$ cat src/rtl/eq_cmp_arbiter_pkg.sv
// Shared types and constants for the two-requester compare arbiter.
package eq_cmp_arbiter_pkg;

  localparam int unsigned DEFAULT_WIDTH = 32;
  localparam int unsigned DEFAULT_CNT_W = 16;

  // Arbiter FSM states
  typedef enum logic [1:0] {
    IDLE = 2'd0,
    CMP  = 2'd1,
    RESP = 2'd2
  } state_t;

  // Compare operation encodings
  localparam logic OP_EQ = 1'b0;
  localparam logic OP_NE = 1'b1;

  // Requester identifiers
  localparam logic REQ0 = 1'b0;
  localparam logic REQ1 = 1'b1;

  // Turn a raw equality flag into the requested op's result
  function automatic logic apply_op(input logic eq, input logic op);
    logic res;
    case (op)
      OP_EQ:   res = eq;
      OP_NE:   res = ~eq;
      default: res = eq;
    endcase
    return res;
  endfunction

endpackage

$ cat src/rtl/eq_cmp_arbiter_if.sv
// Request/response bus between the two requesters and the compare arbiter.
interface eq_cmp_arbiter_if
  import eq_cmp_arbiter_pkg::*;
#(
  parameter int unsigned WIDTH = DEFAULT_WIDTH,
  parameter int unsigned CNT_W = DEFAULT_CNT_W
);

  logic             req0_valid;
  logic             req0_ready;
  logic [WIDTH-1:0] req0_a;
  logic [WIDTH-1:0] req0_b;
  logic             req0_op;

  logic             req1_valid;
  logic             req1_ready;
  logic [WIDTH-1:0] req1_a;
  logic [WIDTH-1:0] req1_b;
  logic             req1_op;

  logic             rsp0_valid;
  logic             rsp1_valid;
  logic             rsp_result;
  logic             busy;
  logic [CNT_W-1:0] cmp_count;

  // Requester side
  modport master (
    output req0_valid, req0_a, req0_b, req0_op,
    output req1_valid, req1_a, req1_b, req1_op,
    input  req0_ready, req1_ready,
    input  rsp0_valid, rsp1_valid, rsp_result, busy, cmp_count
  );

  // Arbiter side
  modport slave (
    input  req0_valid, req0_a, req0_b, req0_op,
    input  req1_valid, req1_a, req1_b, req1_op,
    output req0_ready, req1_ready,
    output rsp0_valid, rsp1_valid, rsp_result, busy, cmp_count
  );

endinterface

$ cat src/rtl/eq_cmp_unit.sv
// Single shared WIDTH-bit equality comparator (purely combinational).
module eq_cmp_unit #(
  parameter int unsigned WIDTH = 32
) (
  input  logic [WIDTH-1:0] a,
  input  logic [WIDTH-1:0] b,
  output logic             eq
);

  assign eq = (a == b);

endmodule

$ cat src/rtl/eq_cmp_arbiter.sv
// Round-robin arbiter feeding one shared equality comparator.
// One compare in flight: IDLE accepts, CMP evaluates, RESP strobes the
// requester's response on the following cycle.
module eq_cmp_arbiter
  import eq_cmp_arbiter_pkg::*;
#(
  parameter int unsigned WIDTH = DEFAULT_WIDTH,
  parameter int unsigned CNT_W = DEFAULT_CNT_W
) (
  input  logic              clk,
  input  logic              rst_n,
  eq_cmp_arbiter_if.slave   bus
);

  state_t           r_state;
  logic             r_last;
  logic             r_id;
  logic [WIDTH-1:0] r_a;
  logic [WIDTH-1:0] r_b;
  logic             r_op;
  logic             r_result;
  logic             r_rsp0_valid;
  logic             r_rsp1_valid;
  logic             r_rsp_result;
  logic             r_busy;
  logic [CNT_W-1:0] r_cnt;

  logic             w_idle;
  logic             w_win;
  logic             w_gnt0_c;
  logic             w_gnt1_c;
  logic             w_xfer;
  logic             w_eq;

  // Grant selection: tie goes to the requester not granted last
  always_comb begin
    w_idle   = rst_n & (r_state == IDLE);
    w_win    = (bus.req0_valid & bus.req1_valid) ? ~r_last : bus.req1_valid;
    w_gnt0_c = w_idle & bus.req0_valid & (w_win == REQ0);
    w_gnt1_c = w_idle & bus.req1_valid & (w_win == REQ1);
    w_xfer   = w_gnt0_c | w_gnt1_c;
  end

  eq_cmp_unit #(.WIDTH(WIDTH)) u_eq_cmp (
    .a  (r_a),
    .b  (r_b),
    .eq (w_eq)
  );

  // Sequencing FSM with latched job and registered outputs
  always_ff @(posedge clk or negedge rst_n) begin
    if (!rst_n) begin
      r_state      <= IDLE;
      r_last       <= REQ1;
      r_id         <= REQ0;
      r_a          <= '0;
      r_b          <= '0;
      r_op         <= OP_EQ;
      r_result     <= 1'b0;
      r_rsp0_valid <= 1'b0;
      r_rsp1_valid <= 1'b0;
      r_rsp_result <= 1'b0;
      r_busy       <= 1'b0;
      r_cnt        <= '0;
    end else begin
      r_rsp0_valid <= 1'b0;
      r_rsp1_valid <= 1'b0;
      case (r_state)
        IDLE: begin
          if (w_xfer) begin
            r_state <= CMP;
            r_busy  <= 1'b1;
            r_id    <= w_win;
            r_last  <= w_win;
            r_a     <= (w_win == REQ1) ? bus.req1_a  : bus.req0_a;
            r_b     <= (w_win == REQ1) ? bus.req1_b  : bus.req0_b;
            r_op    <= (w_win == REQ1) ? bus.req1_op : bus.req0_op;
          end
        end
        CMP: begin
          r_state  <= RESP;
          r_result <= apply_op(w_eq, r_op);
          r_cnt    <= r_cnt + CNT_W'(1);
        end
        RESP: begin
          r_state      <= IDLE;
          r_busy       <= 1'b0;
          r_rsp0_valid <= (r_id == REQ0);
          r_rsp1_valid <= (r_id == REQ1);
          r_rsp_result <= r_result;
        end
        default: begin
          r_state <= IDLE;
          r_busy  <= 1'b0;
        end
      endcase
    end
  end

  assign bus.req0_ready = w_gnt0_c;
  assign bus.req1_ready = w_gnt1_c;
  assign bus.rsp0_valid = r_rsp0_valid;
  assign bus.rsp1_valid = r_rsp1_valid;
  assign bus.rsp_result = r_rsp_result;
  assign bus.busy       = r_busy;
  assign bus.cmp_count  = r_cnt;

endmodule

$ cat src/flat_wrapper.sv
// flat-port wrapper written by rule: the top's interface ports become plain ports
module eq_cmp_arbiter_flat import eq_cmp_arbiter_pkg::*;
#(
  parameter int unsigned WIDTH = DEFAULT_WIDTH,
  parameter int unsigned CNT_W = DEFAULT_CNT_W
)
  (clk, rst_n, bus_req0_valid, bus_req0_a, bus_req0_b, bus_req0_op, bus_req1_valid, bus_req1_a, bus_req1_b, bus_req1_op, bus_req0_ready, bus_req1_ready, bus_rsp0_valid, bus_rsp1_valid, bus_rsp_result, bus_busy, bus_cmp_count);
  eq_cmp_arbiter_if #(.WIDTH(WIDTH), .CNT_W(CNT_W)) bus_i ();
  input  logic clk;
  input  logic rst_n;
  input wire logic [$bits(bus_i.req0_valid)-1:0] bus_req0_valid;
  input wire logic [$bits(bus_i.req0_a)-1:0] bus_req0_a;
  input wire logic [$bits(bus_i.req0_b)-1:0] bus_req0_b;
  input wire logic [$bits(bus_i.req0_op)-1:0] bus_req0_op;
  input wire logic [$bits(bus_i.req1_valid)-1:0] bus_req1_valid;
  input wire logic [$bits(bus_i.req1_a)-1:0] bus_req1_a;
  input wire logic [$bits(bus_i.req1_b)-1:0] bus_req1_b;
  input wire logic [$bits(bus_i.req1_op)-1:0] bus_req1_op;
  output wire logic [$bits(bus_i.req0_ready)-1:0] bus_req0_ready;
  output wire logic [$bits(bus_i.req1_ready)-1:0] bus_req1_ready;
  output wire logic [$bits(bus_i.rsp0_valid)-1:0] bus_rsp0_valid;
  output wire logic [$bits(bus_i.rsp1_valid)-1:0] bus_rsp1_valid;
  output wire logic [$bits(bus_i.rsp_result)-1:0] bus_rsp_result;
  output wire logic [$bits(bus_i.busy)-1:0] bus_busy;
  output wire logic [$bits(bus_i.cmp_count)-1:0] bus_cmp_count;
  assign bus_i.req0_valid = bus_req0_valid;
  assign bus_i.req0_a = bus_req0_a;
  assign bus_i.req0_b = bus_req0_b;
  assign bus_i.req0_op = bus_req0_op;
  assign bus_i.req1_valid = bus_req1_valid;
  assign bus_i.req1_a = bus_req1_a;
  assign bus_i.req1_b = bus_req1_b;
  assign bus_i.req1_op = bus_req1_op;
  assign bus_req0_ready = bus_i.req0_ready;
  assign bus_req1_ready = bus_i.req1_ready;
  assign bus_rsp0_valid = bus_i.rsp0_valid;
  assign bus_rsp1_valid = bus_i.rsp1_valid;
  assign bus_rsp_result = bus_i.rsp_result;
  assign bus_busy = bus_i.busy;
  assign bus_cmp_count = bus_i.cmp_count;
  eq_cmp_arbiter #(.WIDTH(WIDTH), .CNT_W(CNT_W)) u_core (.clk(clk), .rst_n(rst_n), .bus(bus_i));
endmodule
$ cat config.mk
export PLATFORM = sky130hd
export DESIGN_NAME = eq_cmp_arbiter_flat
export DESIGN_NICKNAME = d
export VERILOG_FILES = /design/src/rtl/eq_cmp_arbiter_pkg.sv /design/src/rtl/eq_cmp_arbiter_if.sv /design/src/rtl/eq_cmp_unit.sv /design/src/rtl/eq_cmp_arbiter.sv /design/src/flat_wrapper.sv
export SDC_FILE = /design/constraint.sdc
export NUM_CORES = 1
export LEC_CHECK = 0
export CAP_MARGIN = 10
export CORE_UTILIZATION = 40
export DETAILED_ROUTE_END_ITERATION = 12
export PLACE_DENSITY = 0.76
export REMOVE_ABC_BUFFERS = 1
export SYNTH_ARGS = -nofsm -noshare
export SYNTH_HDL_FRONTEND = slang
export SYNTH_SLANG_ARGS = --single-unit
$ cat constraint.sdc
create_clock -name clk -period 2.75 [get_ports clk]
set_clock_uncertainty 0.2 [all_clocks]
set_input_delay 0.55 -clock clk [delete_from_list [all_inputs] [get_ports clk]]
set_output_delay 0.55 -clock clk [all_outputs]
set_load 0.05 [all_outputs]
* After elaboration in Yosys (flattened, before gate mapping) *
Index checks and enable logic that the tools add are counted.
Widths: inputs -> output; s select.

cells by class
  $add $sub $neg = 1
  equal/unequal tests = 4
  mux-type cells = 11
  reductions and logical operators = 3
  bitwise logic cells = 13

operators with widths
  kind                   number
  $mux 32                2
  $eq 32x32->1           1
  $add 16x1->16 const B  1
  $and 1x1->1            6
  $not 1->1              6
  $mux 1                 5
  $pmux 1 s2             2
  $pmux 2 s2             1
  $reduce_and 2->1       2
  $eq 2x1->1 const B     1
  $eq 2x2->1 const B     1
  $logic_not 2->1        1
  $mux 2                 1
  $ne 2x1->1 const B     1
  $or 1x1->1             1

storage, ports and cells
  flip-flop bits (word level) = 90
  input port bits = 134

* Depth between registers and ports, before layout *
Gate-level depths: netlist (run 1).

  word-level depth = 7
  mapped depth = 6
  mapped depth without buffers = 5

* Cells and area by module *
From an unflattened synthesis (run 1), not the netlist that was laid out.

second synthesis, totals
  cell total of the unflattened synthesis = 414
  area total of the unflattened synthesis = 4468.0 µm²

by module, submodules not included
  module          times used  area each (µm²)  seq. area each (µm²)  cells an instance
  eq_cmp_arbiter  1           4121.5           2253.4                371
  eq_cmp_unit     1           346.6            0.0                   43

* Least setup slack after synthesis (run 1) *
No wires, ideal clock.

  path kind = input to output
  start point = in bus_req1_valid
  end point = out bus_req0_ready
  data arrival time = 1.697 ns
  cell stages on the path = 4
  buffers on the path = 2
  path slack = 0.303 ns
  path through = a21boi_2 buf_4 buf_6 nor2_1

on the way
  longest elaborated chain between the ends = 4

ends and longest elaborated chain
  item             line                  text
  start, declared  flat_wrapper.sv:15    input wire logic [$bits(bus_i.req1_valid)-1:0] bus_req1_valid;
  $and 1x1->1      eq_cmp_arbiter.sv:38  w_win = (bus.req0_valid & bus.req1_valid) ? ~r_last : bus.req1_valid;
  $mux 1 *         eq_cmp_arbiter.sv:38
  $not 1->1 *      eq_cmp_arbiter.sv:39  w_gnt0_c = w_idle & bus.req0_valid & (w_win == REQ0);
  $and 1x1->1 *    eq_cmp_arbiter.sv:39
  end, declared    flat_wrapper.sv:19    output wire logic [$bits(bus_i.req0_ready)-1:0] bus_req0_ready;

Mark *: on every way between the ends. The rest lies on a longest branch, timed or not.

* Worst setup path in the final report (run 1) *
  start point = in bus_req1_valid
  end point = out bus_req1_ready

on the way
  longest elaborated chain between the ends = 3
  elaborated cells on any way between the ends = 4

ends and longest elaborated chain
  item           line                  text
  $and 1x1->1    eq_cmp_arbiter.sv:38
  $mux 1         eq_cmp_arbiter.sv:38
  $and 1x1->1 *  eq_cmp_arbiter.sv:40  w_gnt1_c = w_idle & bus.req1_valid & (w_win == REQ1);
  end, declared  flat_wrapper.sv:20    output wire logic [$bits(bus_i.req1_ready)-1:0] bus_req1_ready;

Marked as above.

==> results of run 1 <==
per-stage QoR:
stage	cells	setup slack, ps
floorplan	388	-2210
global placement	684	292
detailed placement	684	240
CTS	700	256
global route	700	215
finish	700	248
power by group through the flow:
stage | registers, mW | logic, mW | clock network, mW
2_1_floorplan | 2.06 | 0.703 | 0
3_5_place_dp | 1.92 | 1.33 | 0
6_report | 1.90 | 1.31 | 0.783
4_1_cts | 1.90 | 1.33 | 0.815
3_3_place_gp | 1.91 | 1.30 | 0
5_1_grt | 1.94 | 1.43 | 0.872
how the worst max path moves through the flow:
| stage | start | to | slack (ps) | cells after the start |
|---|---|---|---|---|
| global route | u_core.bus.cmp_count[2] | bus_cmp_count[2] | 220 | 1 |
| floorplan | bus_req0_valid | bus_req0_ready | -2210 | 2 |
| finish | bus_req1_valid | bus_req1_ready | 250 | 4 |
| CTS | bus_req1_valid | bus_req1_ready | 260 | 4 |
| global placement | bus_req1_valid | u_core.r_a[18] | 290 | 5 |
| detailed placement | bus_req1_valid | u_core.r_a[18] | 240 | 5 |
cells in the mapped netlist (all sizes together), types with 2 or more instances:
cell type,instances,area (sq um)
a21o,2,15.0
and3,2,12.5
buf,15,103
clkbuf,7,26.3
dfrtp,89,2230
inv,3,11.3
mux2,2,22.5
mux2i,65,651
nand2,72,270
nand2b,2,12.5
nand3,5,47.6
nand4,12,90.1
nor2,7,28.8
nor3,2,26.3
nor4,2,12.5
o21ai,67,339
xnor2,41,359
xor2,6,52.6
routing by layer:
metal	up-vias	global-route usage	routed length, microns
met3	9	0.0286	380
li1	1696	-	-
met1	1524	0.201	3910
met5	-	0	0
met4	0	0.0577	86
met2	97	0.294	4590
area by class of cell:
cell class | count | area, sq um
Fill cell | 865 | 4260
Sequential cell | 90 | 2250
Multi-Input combinational cell | 295 | 2030
Timing Repair Buffer | 160 | 1620
Tap cell | 136 | 170
Clock buffer | 10 | 128
Clock inverter | 6 | 43.8
Inverter | 3 | 11.3
sequential cells by signal, summed over array words and instances, names as in the netlist:
signal and cells:
u_core.bus.busy 1, u_core.r_b 32, u_core.bus.rsp_result 1, u_core.r_id 1, u_core.bus.rsp1_valid 1, u_core.bus.rsp0_valid 1, u_core.bus.cmp_count 16, u_core.r_last 1
u_core.r_result 1, u_core.r_op 1, u_core.r_state 2, u_core.r_a 32
cells by family (layout without fill, tap and decap cells):
group,count (synthesis),after routing,synth area share
AND/OR/NAND/NOR,109,109,0.124
flip-flops,90,90,0.512
AO/OA/AOI/OAI,71,71,0.0841
multiplexers,67,67,0.153
XOR/XNOR,47,47,0.0934
buffers and inverters,25,179,0.0318
adder cells (fa/ha/maj),1,1,0.00284
placed cells by master (no fill, tap or decap), drive strengths merged, types with 2 or more instances in the layout:
cell type / count
clkdlybuf4s50: 152
dfrtp: 89
nand2: 72
o21ai: 67
mux2i: 65
xnor2: 41
nand4: 12
clkbuf: 10
buf: 8
nor2: 7
xor2: 6
nand3: 5
clkinvlp: 4
inv: 3
nand2b: 2
and3: 2
mux2: 2
nor4: 2
a21o: 2
nor3: 2
clkinv: 2
critical path: cells and delay by family:
kind	cells	cell delay, ps
buffers and inverters	2	700
AND/OR/NAND/NOR	1	240
AO/OA/AOI/OAI	1	250
==> flow_summary.json, run 1 <==
{
  "rsz0062_at_grt": "false",
  "cts_resized": 0,
  "leakage_nw": 2.69,
  "htree_levels": 3,
  "fin_crit_sh": 0.910,
  "hp-class": "input port to async pin",
  "cap_violations": 0,
  "dr_total_vias": 3326,
  "status": "completed",
  "via_per_inst": 4.75,
  "slew-limit-headroom": 0.607,
  "worstPathArrival_ps": 1750,
  "coreArea_sq_um": 10500,
  "die_area_sq_um": 11400,
  "critPathSlowestCell": "clkdlybuf4s50_1",
  "r2r_cells": 5,
  "die_h_microns": 107,
  "root_buffer": "clkbuf_8",
  "cts_buffer_depth": 2,
  "synthCells": 410,
  "path_cells": "clkdlybuf4s50_1, a21boi_4, and2_1, buf_12",
  "hold_viol": 0,
  "synth_edf_count": 0,
  "antenna_cells": 0,
  "yosysWarnings": 0,
  "timing.rr.start": "u_core.r_state[1]",
  "p_switching_mw": 1.35,
  "tightest_slew_ps": 589,
  "post-cts-setup-buffer-count": 0,
  "grt_pass1_vias": 3289,
  "ys.flop_type": "dfrtp_1",
  "cp.required_ps": 2000,
  "swShare": 0.339,
  "min_period_ps": 2500,
  "routabilityCongestion": 0.759,
  "wl_per_cell_microns": 12.8,
  "clock_power_share": 0.196,
  "io_buffer_count": 155,
  "synth_cell_types": 36,
  "drv_slew": 0,
  "antenna_found_initial": 0,
  "layout-drive-gt1-share": 0.0656,
  "dp_hpwl_microns": 6940,
  "p_total_mw": 3.99,
  "layout.nets": 694,
  "max_freq_mhz": 400,
  "critical_path_class": "input port to primary output",
  "area_growth_pct": 41.9,
  "start_util": 0.419,
  "cts_tree": "done",
  "async_reset_ff_frac": 1.00,
  "setup_viol": 0,
  "p_per_area_nw_per_um2": 638,
  "synth_area_sq_um": 4410,
  "drt_iter0_markers": 88,
  "drtPass1Iterations": 4,
  "fin_util": 0.595,
  "endpoint_kind": "primary output",
  "tns_ps": 0,
  "dieWidth_microns": 107,
  "grt_pass1_wl_microns": 14900,
  "startpoint_type": "input port",
  "holdWs_ps": 100,
  "post_dp_cell_area_sq_um": 6080,
  "std_cell_rows": 37,
  "power.internal_mw": 2.64,
  "critPathMaxStageDelay_ps": 540,
  "clkLatencyLatePin_ps": 350,
  "path_clk_slew_ps": 80,
  "worst-path-max-fanout": 3,
  "vdd_drop_max_mv": 0.419,
  "fin_area_sq_um": 6250,
  "seq_power_share": 0.476,
  "grt_start_max_net_pins": 84,
  "drc": 0,
  "grt_overflow_total": 0,
  "seq_area_frac_synth": 0.512,
  "cts_sinks": 90,
  "r2r_slack_ps": 780,
  "wl_microns": 8960,
  "grt_usage": 0.166,
  "ctsHoldBuffers": 0,
  "pin_count": 156,
  "avgSynthCellArea_sq_um": 10.7,
  "p_comb_frac": 0.328,
  "postRouteAntennaNets": 0,
  "r2r_end": "u_core.bus.cmp_count[15]",
  "ys_seq_elements": 90,
  "cts_made_buffers": 9
}
Power figures use the tool's default switching activity.
==> inputs of run 2 (changes only) <==
DONT_BUFFER_PORTS = 1   (was default)
PLACE_DENSITY = 0.58   (was 0.76)
==> run 2 against run 1 <==
Effect of this change:
- the run now ends with negative hold slack left
- flip-flop and latch count unchanged
- critical path depth shrank 2
- critical path type is now register to primary output
- total power down 2.4%
==> flow_summary.json, run 2 (same netlist as run 1, synthesis figures left out) <==
{
  "grt_start_max_net_pins": 92,
  "start_util": 0.419,
  "worst-path-max-fanout": 4,
  "drc": 0,
  "root_buffer": "clkbuf_8",
  "cts_sinks": 90,
  "path_cells": "nor3b_2, and2_1",
  "holdWs_ps": -312,
  "p_comb_frac": 0.265,
  "power.internal_mw": 2.61,
  "setup_ws_ps": 385,
  "startpoint_type": "register",
  "drt_iter0_markers": 110,
  "drtPass1Iterations": 4,
  "leakage_nw": 2.14,
  "die_h_microns": 107,
  "multiInputGateArea_sq_um": 2030,
  "post_dp_cell_area_sq_um": 4570,
  "wl_per_cell_microns": 14.3,
  "setup_viol": 0,
  "htree_levels": 3,
  "critPathMaxStageDelay_ps": 540,
  "io_buffer_count": 0,
  "critical_path_class": "register to primary output",
  "cts_made_buffers": 9,
  "coreArea_sq_um": 10500,
  "layout-drive-gt1-share": 0.0944,
  "cts_buffer_depth": 2,
  "critPathSlowestCell": "and2_1",
  "cts_tree": "done",
  "layout.nets": 545,
  "postRouteAntennaNets": 0,
  "grt_pass1_wl_microns": 12400,
  "hp-class": "input port to async pin",
  "vdd_drop_max_mv": 0.355,
  "worstPathArrival_ps": 1620,
  "layout_commonest_cell": "dfrtp_1",
  "tightest_slew_ps": 751,
  "dieWidth_microns": 107,
  "cap_violations": 0,
  "seq_area_sq_um": 2250,
  "crit_buf_inv": 0,
  "hold_viol": 90,
  "clkLatencyLatePin_ps": 350,
  "rsz0062_at_grt": "false",
  "routabilityCongestion": 0.729,
  "cts_resized": 0,
  "seq_power_share": 0.491,
  "wl_microns": 7850,
  "area_growth_pct": 8.38,
  "dp_hpwl_microns": 5670,
  "swShare": 0.330,
  "p_switching_mw": 1.28,
  "path_clk_slew_ps": 90,
  "min_period_ps": 2370,
  "clock_power_share": 0.244,
  "layout_common_cells": "89 x dfrtp_1, 72 x nand2_1, 65 x mux2i_1",
  "via_per_inst": 4.96,
  "fillCellCount": 1023,
  "std_cell_rows": 37,
  "antenna_cells": 0,
  "slew-limit-headroom": 0.497,
  "post-cts-setup-buffer-count": 0,
  "dp_slack_ps": 621,
  "grt_pass1_vias": 2617,
  "p_per_area_nw_per_um2": 815,
  "pin_count": 156,
  "fin_crit_sh": 0.860,
  "grt_overflow_total": 0,
  "endpoint_kind": "primary output",
  "drv_slew": 0,
  "dr_total_vias": 2722,
  "cp.required_ps": 2000,
  "crit_family": "simple AND/OR/NAND/NOR gates",
  "status": "complete, but fails checks",
  "antenna_found_initial": 0,
  "max_freq_mhz": 423,
  "violations": "negative hold slack",
  "die_area_sq_um": 11400,
  "fin_area_sq_um": 4770,
  "grt_usage": 0.142
}
run 2: worst register-to-register path: stages (launching register included):
cell and delay [ps]:
dfrtp_1 700, nand4_1 380, nor3_2 340, nand4_1 150, xnor2_1 170
run 2: path summary, 6_finish.rpt:
path | to | from | slack, ps | cells after the start
max in group asynchronous | u_core.r_last | rst_n | 2480 | 0
worst min register to register | u_core.bus.rsp0_valid | u_core.r_id | 260 | 1
worst min-delay path | u_core.bus.rsp_result | rst_n | -310 | 0
min in group clk | u_core.r_b[22] | bus_req0_b[22] | 180 | 2
worst max register to register | u_core.bus.cmp_count[15] | u_core.bus.cmp_count[5] | 700 | 4
worst max-delay path | bus_req1_ready | u_core.r_state[1] | 380 | 2
run 2: power groups by stage:
stage                     sequential [mW]  combinational (mW)  clock, mW
after floorplan                      2.06               0.703          0
after global routing                 1.96                1.15       1.04
final                                1.91                1.03      0.950
after CTS                            1.91                1.05      0.985
after detailed placement             1.94                1.05          0
after global placement               1.93                1.03          0
run 2: per-stage QoR:
stage	instances	util	TNS (ps)	hold slack [ps]	total power [mW]
floorplan	388	-	-96000	54.4	2.76
global placement	535	0.435	0	58.7	2.96
detailed placement	535	0.435	0	58.4	2.99
CTS	549	0.454	0	-334	3.95
global route	549	0.454	0	-347	4.15
finish	549	0.454	0	-312	3.89
run 2: layout make-up:
cell class | instances | area share
flip-flops and latches | 90 | 0.472
multi-input cells | 295 | 0.425
well taps | 136 | 0.0356
clock buffers | 9 | 0.0259
repair buffers | 11 | 0.0225
clock inverters | 5 | 0.0170
inverters | 3 | 0.00236
run 2: per-layer routing:
metal  part of all wire  global-route usage  wire, microns
met5                  0                   0              0
met4              0.011              0.0470             88
met3              0.057              0.0401            450
met2               0.46               0.226           3600
met1               0.47               0.187           3710
==> inputs of run 3 (changes only) <==
CAP_MARGIN = default   (was 10)
CORE_UTILIZATION = 66   (was 40)
PLACE_DENSITY = 0.86   (was 0.58)
==> run 3 against run 2 <==
Effect of this change:
- the flow still finishes with violations (negative hold slack)
- register-to-register slack got worse by 30 ps
- setup slack got worse by 23 ps
- highest routed layer unchanged
- sequential share of layout area grew 0.70 points
- flip-flop and latch count is the same
- maximum frequency shrank 0.97%
- wire length shrank 3.8%
- total power increased by 3.1%
- die area decreased by 39%
- core utilization rose by 28 points
==> flow_summary.json, run 3 (same netlist as run 1, synthesis figures left out) <==
{
  "htree_levels": 3,
  "coreArea_sq_um": 6390,
  "pin_count": 156,
  "dp_hpwl_microns": 5370,
  "cap_violations": 0,
  "r2r_slack_ps": 670,
  "status": "complete, but fails checks",
  "grt_start_max_net_pins": 135,
  "violations": "negative hold slack",
  "layout_common_cells": "89 x dfrtp_1, 72 x nand2_1, 65 x mux2i_1",
  "grt_usage": 0.230,
  "hold_viol": 90,
  "slew-limit-headroom": 0.543,
  "layout.nets": 542,
  "r2r_end": "u_core.bus.cmp_count[15]",
  "cts_made_buffers": 9,
  "root_buffer": "clkbuf_8",
  "stdcell_count": 489,
  "layout-drive-gt1-share": 0.0874,
  "grt_pass1_wl_microns": 12600,
  "area_growth_pct": 6.79,
  "cts_resized": 0,
  "antenna_found_initial": 0,
  "p_per_area_nw_per_um2": 853,
  "postRouteAntennaNets": 0,
  "setup_ws_ps": 362,
  "endpoint_kind": "primary output",
  "drt_iter0_markers": 138,
  "r2r_cells": 4,
  "dieWidth_microns": 83.7,
  "startpoint": "u_core.r_state[1]",
  "min_period_ps": 2390,
  "rsz0062_at_grt": "false",
  "wl_per_cell_microns": 15.4,
  "die_area_sq_um": 7010,
  "post_dp_cell_area_sq_um": 4460,
  "drtPass1Iterations": 4,
  "worst-path-max-fanout": 4,
  "dp_cells": 473,
  "io_buffer_count": 0,
  "timing.rr.start": "u_core.bus.cmp_count[5]",
  "drc": 0,
  "holdWs_ps": -323,
  "clkLatencyLatePin_ps": 350,
  "cts_buffer_depth": 2,
  "dp_slack_ps": 612,
  "post-cts-setup-buffer-count": 0,
  "std_cell_rows": 29,
  "critical_path_class": "register to primary output",
  "routabilityCongestion": 0.779,
  "setup_viol": 0,
  "path_clk_slew_ps": 100,
  "via_per_inst": 5.74,
  "max_freq_mhz": 419,
  "fin_crit_sh": 0.869,
  "drv_slew": 0,
  "cp.required_ps": 2000,
  "startpoint_type": "register",
  "dr_total_vias": 2805,
  "grt_pass1_vias": 2761,
  "layout_commonest_cell": "dfrtp_1",
  "hp-class": "input port to async pin",
  "wl_microns": 7550,
  "crit_path_end": "bus_req1_ready",
  "die_h_microns": 83.7,
  "grt_overflow_total": 0,
  "fin_area_sq_um": 4700,
  "tightest_slew_ps": 686,
  "leakage_nw": 2.14,
  "start_util": 0.690,
  "vdd_drop_max_mv": 0.708,
  "antenna_cells": 0,
  "cts_tree": "done",
  "worstPathArrival_ps": 1640,
  "cts_sinks": 90
}
run 3: cell types whose count changed in the layout (fill, tap and decap cells not counted), sizes merged:
cell	before	now
buf	11	8
clkinvlp	1	0
clkbuf	9	12
bufinv	2	3
clkinv	2	1
run 3: metal layers:
layer  vias to the layer above  track usage  part of all wire
li1                       1399            -                 -
met4                         0       0.0832             0.012
met3                         8       0.0544             0.056
met1                      1300        0.284              0.43
met5                         -            0                 0
met2                        98        0.394              0.51
run 3: area by class of cell:
cell class / instances / area [sq um]
clock inverter: 4 / 98.8
fill: 489 / 1680
timing repair buffer: 8 / 72.6
multi-input combinational: 295 / 2030
inverter: 3 / 11.3
tap: 77 / 96.3
sequential: 90 / 2250
clock buffer: 12 / 145
run 3: critical path: stages, from the launching register on:
cell	delay [ps]
dfrtp_1	420
nor3b_2	330
and2_1	540
run 3: how the worst min path moves through the flow:
stage	from	end	cells after the start
after floorplan	rst_n	u_core.bus.busy	0
after global placement	rst_n	u_core.r_a[30]	0
after detailed placement	rst_n	u_core.r_a[30]	0
after CTS	rst_n	u_core.r_a[30]	0
after global routing	rst_n	u_core.bus.rsp0_valid	0
final	rst_n	u_core.r_a[30]	0
run 3: through the flow:
stage                     total power, mW  TNS (ps)   util  hold slack [ps]
after floorplan                      2.76    -96000      -             54.4
after global placement               2.90         0  0.698             56.7
after detailed placement             2.97         0  0.698             56.3
after CTS                            4.04         0  0.737             -333
after global routing                 4.23         0  0.737             -340
final                                4.01         0  0.737             -323
run 3: report_power, final:
part           internal [mW]  leakage (nW)  switching, mW  total (mW)
Sequential              1.64          1.13          0.347        1.98
Combinational          0.446         0.890          0.503       0.948
Clock                  0.632         0.121          0.450        1.08
